--- src/rtl/sw_mode_ctrl_if.sv ---
// Stopwatch mode-controller bus: debounced buttons and counter flags in,
// mode state and counter controls out.
interface sw_mode_ctrl_if;
    logic       btn_start;
    logic       btn_mode;
    logic       btn_clear;
    logic       cnt_zero;
    logic       cnt_max;
    logic [1:0] current_state;
    logic       cnt_en;
    logic       cnt_dir;
    logic       cnt_clr;
    logic       alarm;

    modport master (
        output btn_start, btn_mode, btn_clear, cnt_zero, cnt_max,
        input  current_state, cnt_en, cnt_dir, cnt_clr, alarm
    );

    modport slave (
        input  btn_start, btn_mode, btn_clear, cnt_zero, cnt_max,
        output current_state, cnt_en, cnt_dir, cnt_clr, alarm
    );
endinterface

--- src/rtl/sw_mode_ctrl.sv ---
// Stopwatch mode controller: up/down wait/run FSM driving the BCD counter.
// Optional timed alarm on down-count expiry is built when SW_ALARM_EN is defined.
module sw_mode_ctrl #(
    parameter int unsigned ALARM_CYCLES = 50000000
) (
    input  logic         clk,
    input  logic         rst_n,
    sw_mode_ctrl_if.slave bus
);

    typedef enum logic [1:0] {
        UP_WAIT   = 2'b00,
        UP_RUN    = 2'b01,
        DOWN_WAIT = 2'b10,
        DOWN_RUN  = 2'b11
    } state_t;

    state_t state_q, state_d;
    logic   prev_start, prev_mode, prev_clear;
    logic   press_start, press_mode, press_clear, press_any;
    logic   clr_d, cnt_clr_q;
    logic   expiry_dn;

    assign press_start = bus.btn_start & ~prev_start;
    assign press_mode  = bus.btn_mode  & ~prev_mode;
    assign press_clear = bus.btn_clear & ~prev_clear;
    assign press_any   = press_start | press_mode | press_clear;

    // History resets high so a button held through reset release is not a press.
    always_ff @(posedge clk) begin
        if (!rst_n) begin
            state_q    <= UP_WAIT;
            cnt_clr_q  <= 1'b0;
            prev_start <= 1'b1;
            prev_mode  <= 1'b1;
            prev_clear <= 1'b1;
        end else begin
            state_q    <= state_d;
            cnt_clr_q  <= clr_d;
            prev_start <= bus.btn_start;
            prev_mode  <= bus.btn_mode;
            prev_clear <= bus.btn_clear;
        end
    end

    // Only the highest-priority press acts: clear, then mode, then start.
    always_comb begin
        state_d   = state_q;
        clr_d     = 1'b0;
        expiry_dn = 1'b0;
        if (press_clear) begin
            clr_d = 1'b1;
            case (state_q)
                UP_RUN:   state_d = UP_WAIT;
                DOWN_RUN: state_d = DOWN_WAIT;
                default:  state_d = state_q;
            endcase
        end else if (press_mode) begin
            case (state_q)
                UP_WAIT:   state_d = DOWN_WAIT;
                DOWN_WAIT: state_d = UP_WAIT;
                default:   state_d = state_q;
            endcase
        end else if (press_start) begin
            case (state_q)
                UP_WAIT:   state_d = bus.cnt_max  ? UP_WAIT   : UP_RUN;
                UP_RUN:    state_d = UP_WAIT;
                DOWN_WAIT: state_d = bus.cnt_zero ? DOWN_WAIT : DOWN_RUN;
                DOWN_RUN:  state_d = DOWN_WAIT;
                default:   state_d = UP_WAIT;
            endcase
        end else begin
            if (state_q == UP_RUN && bus.cnt_max) begin
                state_d = UP_WAIT;
            end else if (state_q == DOWN_RUN && bus.cnt_zero) begin
                state_d   = DOWN_WAIT;
                expiry_dn = 1'b1;
            end
        end
    end

    // Enable drops in the same cycle the limit flag rises so the counter never wraps.
    assign bus.cnt_en = ((state_q == UP_RUN)   && !bus.cnt_max) ||
                        ((state_q == DOWN_RUN) && !bus.cnt_zero);
    assign bus.current_state = state_q;
    assign bus.cnt_dir       = ~state_q[1];
    assign bus.cnt_clr       = cnt_clr_q;

`ifdef SW_ALARM_EN
    logic        alarm_q;
    logic [31:0] alarm_cnt;

    // Counter holds the remaining high cycles; any press cancels immediately.
    always_ff @(posedge clk) begin
        if (!rst_n) begin
            alarm_q   <= 1'b0;
            alarm_cnt <= 32'd0;
        end else if (press_any) begin
            alarm_q   <= 1'b0;
            alarm_cnt <= 32'd0;
        end else if (expiry_dn) begin
            alarm_q   <= 1'b1;
            alarm_cnt <= ALARM_CYCLES;
        end else if (alarm_q) begin
            alarm_cnt <= alarm_cnt - 32'd1;
            if (alarm_cnt == 32'd1) begin
                alarm_q <= 1'b0;
            end
        end
    end

    assign bus.alarm = alarm_q;
`else
    logic unused_alarm_inputs;
    assign unused_alarm_inputs = expiry_dn | press_any | (ALARM_CYCLES == 0);
    assign bus.alarm = 1'b0;
`endif

endmodule

--- src/flat_wrapper.sv ---
// flat-port wrapper written by rule: the top's interface ports become plain ports
module sw_mode_ctrl_flat 
#(
    parameter int unsigned ALARM_CYCLES = 50000000
)
  (clk, rst_n, bus_btn_start, bus_btn_mode, bus_btn_clear, bus_cnt_zero, bus_cnt_max, bus_current_state, bus_cnt_en, bus_cnt_dir, bus_cnt_clr, bus_alarm);
  sw_mode_ctrl_if bus_i ();
  input  logic clk;
  input  logic rst_n;
  input wire logic [$bits(bus_i.btn_start)-1:0] bus_btn_start;
  input wire logic [$bits(bus_i.btn_mode)-1:0] bus_btn_mode;
  input wire logic [$bits(bus_i.btn_clear)-1:0] bus_btn_clear;
  input wire logic [$bits(bus_i.cnt_zero)-1:0] bus_cnt_zero;
  input wire logic [$bits(bus_i.cnt_max)-1:0] bus_cnt_max;
  output wire logic [$bits(bus_i.current_state)-1:0] bus_current_state;
  output wire logic [$bits(bus_i.cnt_en)-1:0] bus_cnt_en;
  output wire logic [$bits(bus_i.cnt_dir)-1:0] bus_cnt_dir;
  output wire logic [$bits(bus_i.cnt_clr)-1:0] bus_cnt_clr;
  output wire logic [$bits(bus_i.alarm)-1:0] bus_alarm;
  assign bus_i.btn_start = bus_btn_start;
  assign bus_i.btn_mode = bus_btn_mode;
  assign bus_i.btn_clear = bus_btn_clear;
  assign bus_i.cnt_zero = bus_cnt_zero;
  assign bus_i.cnt_max = bus_cnt_max;
  assign bus_current_state = bus_i.current_state;
  assign bus_cnt_en = bus_i.cnt_en;
  assign bus_cnt_dir = bus_i.cnt_dir;
  assign bus_cnt_clr = bus_i.cnt_clr;
  assign bus_alarm = bus_i.alarm;
  sw_mode_ctrl #(.ALARM_CYCLES(ALARM_CYCLES)) u_core (.clk(clk), .rst_n(rst_n), .bus(bus_i));
endmodule
--- config.mk ---
export PLATFORM = sky130hd
export DESIGN_NAME = sw_mode_ctrl_flat
export DESIGN_NICKNAME = d
export VERILOG_FILES = /design/src/rtl/sw_mode_ctrl_if.sv /design/src/rtl/sw_mode_ctrl.sv /design/src/flat_wrapper.sv
export SDC_FILE = /design/constraint.sdc
export NUM_CORES = 1
export LEC_CHECK = 0
export BUFFER_PORTS_ARGS = -buffer_cell sky130_fd_sc_hd__buf_2
export CORE_AREA = 2 2 39 41
export DETAILED_ROUTE_END_ITERATION = 7
export DIE_AREA = 0 0 41 43
export PLACE_DENSITY = 0.5
export SETUP_SLACK_MARGIN = 0.05
export SLEW_MARGIN = 10
export SYNTH_ARGS = -nofsm -noshare
export SYNTH_HDL_FRONTEND = slang
export SYNTH_SLANG_ARGS = --single-unit
export TNS_END_PERCENT = 1
--- constraint.sdc ---
create_clock -name clk -period 1.15 [get_ports clk]
set_input_delay 0.23 -clock clk [delete_from_list [all_inputs] [get_ports clk]]
set_output_delay 0.23 -clock clk [all_outputs]
set_load 0.02 [all_outputs]
==> metrics.md <==
| Metric | Value |
|---|---|
| Area Growth Syn to Fin | 66.3% |
| Layout fillers | 156 |
| Pre-Repair DR Iteration Count | 2 |
| Global-route wire length before repair | 800 µm |
| Initial Util | 18.3% |
| Yosys top cell area share | 47.5% |
| ANT cells | 0 |
| Critical Path RT | 0.92 ns |
| Synth Area in Compound Gates | 8.42% |
| Crit path buffers/inverters | 1 |
| Pleak | 0.188 nW |
| Vias per cell | 4.03 |
| Status | finished, violations left |
| Die Width | 41 µm |
| Placed cell areas | 347 µm² |
| Top delay family on crit path | flip-flops |
| Crit path max-delay cell type | dfxtp_4 |
| Synth Cell Area | 253 µm² |
| IR drop worst, VDD | 458 µV |
| Failing checks | negative setup slack |
| Yosys reg bits | 6 |
| TritonCTS clock tree | built |
| Wirelength per Cell | 9.16 µm |
| CTS Buffer Depth | 2 |
| Dominant cell type by area after synthesis | dfxtp_1 |
| Final Hold Viols | 0 |
| Synthesized area per cell | 9.36 µm² |
| DIE AREA | 1760 µm² |
| Largest family of logic cells by synthesized area | simple AND/OR/NAND/NOR gates |
| Simple-gate share of the synthesized area | 32.7% |
| CP arrival | 1.08 ns |
| ANT nets after route | 0 |
| Most numerous cell in the Yosys netlist | dfxtp_1 |
| Starting DRT DRC Count | 6 |
| Hold crit path type | primary input to flop |
| Period minus WS final | 1.31 ns |
| Vias in the first global route | 222 |
| All-layer global routing usage | 7.55% |
| Antenna violations before repair | 0 |
| Post-synthesis instance total | 27 |
| CTS H-tree lvls | 1 |
| Endpoint class of the critical path | primary output |
| CTS Hold Bufs | 0 |
| Final Cell Area | 420 µm² |
| Final total power | 489 µW |
| Via Count | 250 |
| Clock Skews | 0.00467 ns |
| Mux cell area share after synthesis | 3.96% |
| Pin count of the biggest net entering global routing | 8 |
| Die height | 43 µm |
| Critical-path maximum fanout | 2 |
| Setup-failing EPs final | 3 |
| Register area share after synthesis | 47.5% |
| Max Freq | 765 MHz |
| Proportion of layout cells with a drive suffix above 1 | 54.3% |
| Fin. max-slew vios | 0 |
| Residual DRC count | 0 |
| Core region area | 1380 µm² |
| Synth cell types | 15 |
| YS warnings | 0 |
| Worst setup margin | -0.157 ns |
| Max Cap Viol | 0 |
| Count of input and output buffers | 11 |
| Most frequent cells after synthesis | dfxtp_1 (6), nand2b_1 (5), and2_1 (2), inv_1 (2), nand3_1 (2) |
| Final GP Congestion | 0.690 |
| Synth area leaders | dfxtp_1 (48%), nand2b_1 (12%), and2_1 (5.0%) |
| Io pins | 13 |
| PD cells | 1160 nW/µm² |
| Critical path cell sequence | mux2i_1 -> and2_4 -> buf_6 |
| Post-Syn Nets | 34 |
| Post-synthesis xor/xnor area fraction | 0% |
| Clock Latency Late Sink | 0.24 ns |
| Top FF cell, synth | dfxtp_1 |
| Nets | 55 |
| FFs w/ async S/R, synth | 0% |
| CP Class | flop to primary output |
| CTS Buf Count | 3 |
| Adder-Cell Fraction of Synth Area | 0% |
| Slowest Stage Delay on Critical Path | 0.34 ns |
| EDFF count, synth | 0 |
| Final WL | 568 µm |
| Grt total ovfl | 0 |
| Root Driver | clkbuf_4 |
| Clk slew on worst S/H paths | 0.04 ns |
| Clock Sinks | 6 |
| Final Cycle Share | 114% |
| Num rows | 14 |
| RSZ-0062 raised after global routing | true |
| Critical Path Start Type | flop |
-- registers in the layout, indices dropped and copies added (netlist names) --
register and count:
u_core.prev_start 1, u_core.prev_clear 1, u_core.bus.current_state 2, u_core.bus.cnt_clr 1, u_core.prev_mode 1
-- power by group --
part | internal (mW) | leakage [nW] | switching (mW)
clock | 0.118 | 0.0138 | 0.0704
combinational | 0.0440 | 0.124 | 0.0351
sequential | 0.217 | 0.0507 | 0.00480
-- cells in the final DEF, fill, tap and decap left out, drive strengths merged --
cell	netlist	layout
a21oi	1	1
a311oi	1	1
and2	2	2
buf	1	17
clkbuf	0	3
conb	1	1
dfxtp	6	6
inv	2	2
mux2i	1	1
nand2b	5	5
nand3	2	2
nand3b	1	1
nor2b	1	1
nor3b	1	1
o31ai	1	1
or4	1	1
-- what timing repair did --
action,in CTS,in global routing
setup buffers,3,0
gates resized for setup,9,1
pin swaps,3,0
endpoints found under the setup margin,3,5
-- metal layers --
metal / up-vias / part of all wire [%] / track usage, %
met5: - / 0 / 0
met4: 0 / 0 / 2.00
met3: 0 / 13 / 7.85
met2: 14 / 50 / 11.9
li1: 127 / - / -
met1: 109 / 37 / 6.15
-- per-stage QoR --
| stage | hold slack [ns] | utilization [%] | TNS (ns) | cells | worst slack (ns) |
|---|---|---|---|---|---|
| finish | 0.196 | 30.4 | -0.260 | 62 | -0.157 |
| global route | 0.198 | 30.4 | -0.398 | 62 | -0.199 |
| CTS | 0.196 | 30.4 | -0.250 | 62 | -0.160 |
| detailed placement | 0.443 | 25.0 | 0 | 56 | 0.0159 |
| global placement | 0.426 | 25.0 | 0 | 56 | 0.0555 |
| floorplan | 0.303 | - | 0 | 27 | 0.0434 |
-- path summary, 6_finish.rpt --
| kind | slack [ns] | from | depth (start not counted) | end |
|---|---|---|---|---|
| worst max-delay path | -0.16 | u_core.bus.current_state[1]$_SDFFE_PN0P_ | 3 | bus_cnt_en |
| worst min-delay path | 0.20 | bus_btn_clear | 2 | u_core.prev_clear$_SDFF_PN1_ |
| worst max register to register | -0.09 | u_core.bus.current_state[1]$_SDFFE_PN0P_ | 6 | u_core.bus.current_state[0]$_SDFFE_PN0P_ |
| worst min register to register | 0.52 | u_core.prev_mode$_SDFF_PN1_ | 2 | u_core.bus.current_state[0]$_SDFFE_PN0P_ |
-- area by class of cell --
| type | count | area (µm²) | area share, % |
|---|---|---|---|
| Tap cell | 16 | 20.0 | 4.76 |
| Multi-Input combinational cell | 18 | 125 | 29.8 |
| Inverter | 2 | 7.51 | 1.79 |
| Timing Repair Buffer | 17 | 120 | 28.6 |
| Sequential cell | 6 | 125 | 29.8 |
| Clock buffer | 3 | 22.5 | 5.36 |
-- logic make-up after synthesis --
| logic type | Yosys count |
|---|---|
| flip-flops | 6 |
| AND/OR/NAND/NOR | 13 |
| buffers and inverters | 3 |
| AO/OA/AOI/OAI | 3 |
| other | 1 |
| multiplexers | 1 |
(Power assumes the default switching activity.)
